**config.mk**
```make
export PLATFORM = sky130hd
export DESIGN_NAME = apb_master
export DESIGN_NICKNAME = d
export VERILOG_FILES = /design/src/rtl/apb_master.sv
export SDC_FILE = /design/constraint.sdc
export NUM_CORES = 1
export LEC_CHECK = 0
export ABC_AREA = 1
export BUFFER_PORTS_ARGS = -buffer_cell sky130_fd_sc_hd__buf_4
export CORE_UTILIZATION = 39
export DETAILED_ROUTE_END_ITERATION = 6
export PLACE_DENSITY_LB_ADDON = 0.3
export SYNTH_ARGS = -nofsm -noshare
export SYNTH_HDL_FRONTEND = slang
export SYNTH_SLANG_ARGS = --single-unit
```
**constraint.sdc**
```tcl
create_clock -name clk -period 1.3 [get_ports clk]
set_input_delay 0 -clock clk [delete_from_list [all_inputs] [get_ports clk]]
set_output_delay 0 -clock clk [all_outputs]
set_load 0.005 [all_outputs]
```
**src/rtl/apb_master.sv**
```systemverilog
// APB requester: turns single local commands into APB SETUP/ACCESS transfers.
// Optional ACCESS-phase timeout abort is built when APB_MASTER_TIMEOUT_EN is defined.
module apb_master #(
  parameter int unsigned TIMEOUT_CYCLES = 16
) (
  input  logic        clk,
  input  logic        rst_n,
  input  logic        cmd_valid,
  output logic        cmd_ready,
  input  logic        cmd_write,
  input  logic [31:0] cmd_addr,
  input  logic [31:0] cmd_wdata,
  output logic        rsp_valid,
  output logic [31:0] rsp_rdata,
  output logic        rsp_err,
  output logic [31:0] PADDR,
  output logic        PWRITE,
  output logic        PSEL,
  output logic        PENABLE,
  output logic [31:0] PWDATA,
  input  logic [31:0] PRDATA,
  input  logic        PREADY,
  input  logic        PSLVERR
);

  localparam logic [1:0] S_IDLE   = 2'd0;
  localparam logic [1:0] S_SETUP  = 2'd1;
  localparam logic [1:0] S_ACCESS = 2'd2;

  if (TIMEOUT_CYCLES < 1 || TIMEOUT_CYCLES > 255) begin : g_bad_cfg
    $error("apb_master: TIMEOUT_CYCLES must be 1..255");
  end

  logic [1:0] state;
  logic [1:0] state_nxt;
  logic       accept;
  logic       done;
  logic       to_hit;

  assign cmd_ready = (state == S_IDLE);
  assign accept    = cmd_valid && cmd_ready;
  // Completer response only counts inside a live ACCESS phase.
  assign done      = PSEL && PENABLE && PREADY;

`ifdef APB_MASTER_TIMEOUT_EN
  localparam logic [8:0] TO_LIM = 9'(TIMEOUT_CYCLES);

  logic [7:0] to_cnt;

  // Abort fires when this stalled cycle brings the count to the limit;
  // a PREADY in the same cycle takes priority.
  assign to_hit = (state == S_ACCESS) && !PREADY &&
                  (({1'b0, to_cnt} + 9'd1) >= TO_LIM);

  // Count stalled ACCESS cycles; restart for every new transfer.
  always_ff @(posedge clk or negedge rst_n) begin
    if (!rst_n) begin
      to_cnt <= 8'd0;
    end else if (accept) begin
      to_cnt <= 8'd0;
    end else if (state == S_ACCESS && !PREADY) begin
      to_cnt <= to_cnt + 8'd1;
    end
  end
`else
  assign to_hit = 1'b0;
`endif

  // Next-state selection for the three-phase transfer.
  always_comb begin
    state_nxt = state;
    unique case (1'b1)
      state == S_IDLE: begin
        if (accept) state_nxt = S_SETUP;
      end
      state == S_SETUP: begin
        state_nxt = S_ACCESS;
      end
      state == S_ACCESS: begin
        if (done || to_hit) state_nxt = S_IDLE;
      end
      default: begin
        state_nxt = S_IDLE;
      end
    endcase
  end

  // State register plus the registered APB strobes derived from it.
  always_ff @(posedge clk or negedge rst_n) begin
    if (!rst_n) begin
      state   <= S_IDLE;
      PSEL    <= 1'b0;
      PENABLE <= 1'b0;
    end else begin
      state   <= state_nxt;
      PSEL    <= (state_nxt != S_IDLE);
      PENABLE <= (state_nxt == S_ACCESS);
    end
  end

  // Address/control/data are captured on accept and held until the next one.
  always_ff @(posedge clk or negedge rst_n) begin
    if (!rst_n) begin
      PADDR  <= 32'd0;
      PWRITE <= 1'b0;
      PWDATA <= 32'd0;
    end else if (accept) begin
      PADDR  <= cmd_addr;
      PWRITE <= cmd_write;
      PWDATA <= cmd_wdata;
    end
  end

  // Completion pulse and sticky response payload.
  always_ff @(posedge clk or negedge rst_n) begin
    if (!rst_n) begin
      rsp_valid <= 1'b0;
      rsp_rdata <= 32'd0;
      rsp_err   <= 1'b0;
    end else begin
      rsp_valid <= done || to_hit;
      if (done) begin
        rsp_rdata <= PWRITE ? 32'd0 : PRDATA;
        rsp_err   <= PSLVERR;
      end else if (to_hit) begin
        rsp_rdata <= 32'd0;
        rsp_err   <= 1'b1;
      end
    end
  end

endmodule

```
==> results.json <==
{
  "status": "finished, final reports clean",
  "clock_latency_ns": 0.35,
  "pin_count": 204,
  "relSlewSlack_pct": 70.17,
  "crit_type": "register to register",
  "synth_edf_count": 0,
  "wl_per_cell_um": 13.86,
  "synth_top_family_by_area": "simple AND/OR/NAND/NOR gates",
  "finalSetupViolations": 0,
  "cp-start-kind": "register",
  "ys_ff_latch": 103,
  "worst_slew_pin_slew_ns": 0.4475,
  "dieArea_sq_um": 10440,
  "rsz0062_at_grt": "no",
  "cts_made_buffers": 9,
  "arrival_ns": 1.49,
  "syn_nets": 535,
  "cts.path.max_buffers": 2,
  "synth_mux_area_share_pct": 0,
  "min_to": "PENABLE$_DFF_PN0_",
  "hold_class": "primary input to register",
  "syn2layout_area_growth_pct": 73.60,
  "fin_util_pct": 69.86,
  "synth-async-reset-ratio_pct": 100.0,
  "dr.max_layer_used": "met4",
  "layout-drive-gt1-share_pct": 31.71,
  "ir_drop_v": 0.0009214,
  "r2r_cells": 6,
  "regToRegStartpoint": "state[1]$_DFF_PN0_",
  "gp_congestion": 0.7170,
  "rows": 36,
  "die_h_um": 102.2,
  "met2_length_um": 6025,
  "cts_resized": 0,
  "ys_types": 13,
  "post_cts_buffers": 0,
  "initial_core_util_pct": 40.24,
  "route.detailed.drc": 0,
  "antennaDiodeCount": 0,
  "skew_ns": 0.01119,
  "track_usage_pct": 23.16,
  "whs_path_depth": 4,
  "synthTopCellsByArea": "dfrtp_1 (66%), nand2_1 (25%), o21ai_0 (4.1%), buf_2 (1.7%), buf_4 (0.96%)",
  "hold_viol": 0,
  "synthAdderAreaFrac_pct": 0,
  "vias": 3955,
  "yosysWarnings": 0,
  "grt_pass1_wl_um": 18490,
  "endpoint_kind": "register",
  "met1Wirelength_um": 4978,
  "synth_xor_area_share_pct": 0,
  "antenna_found_initial": 0,
  "path_max_fanout": 52,
  "synth.largest_area_cell": "dfrtp_1",
  "ant_nets": 0,
  "core_sq_um": 9729,
  "clkTransAtPathRegs_ns": 0.09,
  "synth_compound_area_share_pct": 4.091,
  "clock_sinks": 103,
  "min_period_over_period_pct": 92.31,
  "ys_seq_area_share_pct": 65.84,
  "reg2reg_to": "PADDR[15]$_DFFE_PN0P_",
  "pre_cts_ws_ns": 0.1078,
  "max_freq_mhz": 833.3,
  "yosys.area_share.simple_pct": 26.30,
  "fin_setup_tns_ns": 0,
  "root_buffer": "clkbuf_8",
  "synthCells": 433,
  "maxSlewViolCount": 0,
  "wl_met3_um": 792,
  "worst_slack_ns": 0.09992,
  "dpl.hpwl_um": 7089,
  "rrSetupSlack_ns": 0.1,
  "routed_wl_um": 12070,
  "syn_area_per_cell_sq_um": 9.042,
  "netlist_area_sq_um": 3915,
  "grt_max_degree": 53,
  "worstHoldStart": "PREADY",
  "pwr_density_cell_nw_per_um2": 1886,
  "grt_pass1_vias": 3966,
  "timing.hold.ws_ns": 0.08276,
  "synth_top_area_share_pct": 65.84,
  "synth.top_cells.by_count": "nand2_1 (264), dfrtp_1 (103), o21ai_0 (32)",
  "leakage_nw": 3.682,
  "fin_crit_ns": 1.200,
  "synthMostInstantiatedCell": "nand2_1",
  "cts_tree": "done",
  "max-cap-violations": 0,
  "final_net_count": 835,
  "gr-total-overflow": 0,
  "first_iter_violations": 117,
  "fp.dieW_um": 102.2,
  "synth_flop_cell": "dfrtp_1",
  "via_per_inst": 4.541,
  "cp.required_ns": 1.59,
  "dr.pass1.iters": 4,
  "htreeDepth": 3,
  "port_buffers": 203
}
critical path, stage by stage, from the launching register on:
cell     delay, ns
dfrtp_1       0.42
nor2_4        0.13
nand2_2       0.08
inv_2         0.08
buf_12        0.22
nand2_1       0.11
nand2_1       0.07
worst max path at each step:
stage / start / end / slack, ns
2_1_floorplan: state[1]$_DFF_PN0_ / PADDR[0]$_DFFE_PN0P_ / 0.18
3_3_place_gp: state[1]$_DFF_PN0_ / PWDATA[14]$_DFFE_PN0P_ / 0.18
3_5_place_dp: state[1]$_DFF_PN0_ / PWDATA[12]$_DFFE_PN0P_ / 0.11
4_1_cts: state[1]$_DFF_PN0_ / PWDATA[16]$_DFFE_PN0P_ / 0.11
5_1_grt: state[1]$_DFF_PN0_ / PADDR[20]$_DFFE_PN0P_ / 0.002
6_report: state[1]$_DFF_PN0_ / PADDR[15]$_DFFE_PN0P_ / 0.1
logic make-up (layout without fill, tap and decap cells):
family | after synthesis | count (layout)
AOI/OAI and AO/OA | 32 | 32
buffers and inverters | 28 | 333
DFF | 103 | 103
and+or+nand+nor | 270 | 270
cells in the final DEF (no fill, tap or decap), drive strengths merged:
| master | count |
|---|---|
| buf | 214 |
| dlygate4sd3 | 99 |
| o21ai | 32 |
| dfrtp | 103 |
| nor2 | 1 |
| clkbuf | 14 |
| nand3 | 3 |
| or2 | 1 |
| inv | 4 |
| clkinvlp | 1 |
| clkinv | 1 |
| nand2 | 265 |
area by class of cell:
type,instances,area [sq um]
multi-input combinational,302,1195
clock buffer,14,182.7
fill,712,2933
timing repair buffer,313,2648
tap,133,166.4
clock inverter,2,12.51
sequential,103,2577
inverter,4,15.01
what timing repair did:
action | CTS | global route
hold buffers | 99 | 0
hold endpoints to repair | 201 | 0
endpoints found under the setup margin | 0 | 0
flip-flops by register name (all words and copies together) (netlist names):
name and flops:
rsp_valid 1, PENABLE 1, PWRITE 1, rsp_rdata 32, PADDR 32, PSEL 1
PWDATA 32, state 2, rsp_err 1
power breakdown:
part | switching (mW) | total (mW) | leakage (nW) | internal (mW)
registers | 0.850 | 5.48 | 1.29 | 4.63
logic | 2.47 | 5.39 | 2.29 | 2.92
clock network | 1.04 | 1.94 | 0.0987 | 0.906
total | 4.36 | 12.8 | 3.68 | 8.46
through the flow:
| stage | total power [mW] | std cells | instance area, sq um |
|---|---|---|---|
| floorplan | 7.512 | 433 | 3915 |
| global placement | 10.46 | 756 | 5610 |
| detailed placement | 10.63 | 756 | 5610 |
| CTS | 12.85 | 871 | 6797 |
| global route | 13.81 | 871 | 6797 |
| finish | 12.82 | 871 | 6797 |
metal layers:
metal	track usage [%]	up-vias
li1	-	1921
met4	10.99	0
met2	39.60	156
met3	4.993	23
met5	0	-
met1	27.92	1855
(Power assumes the default switching activity.)
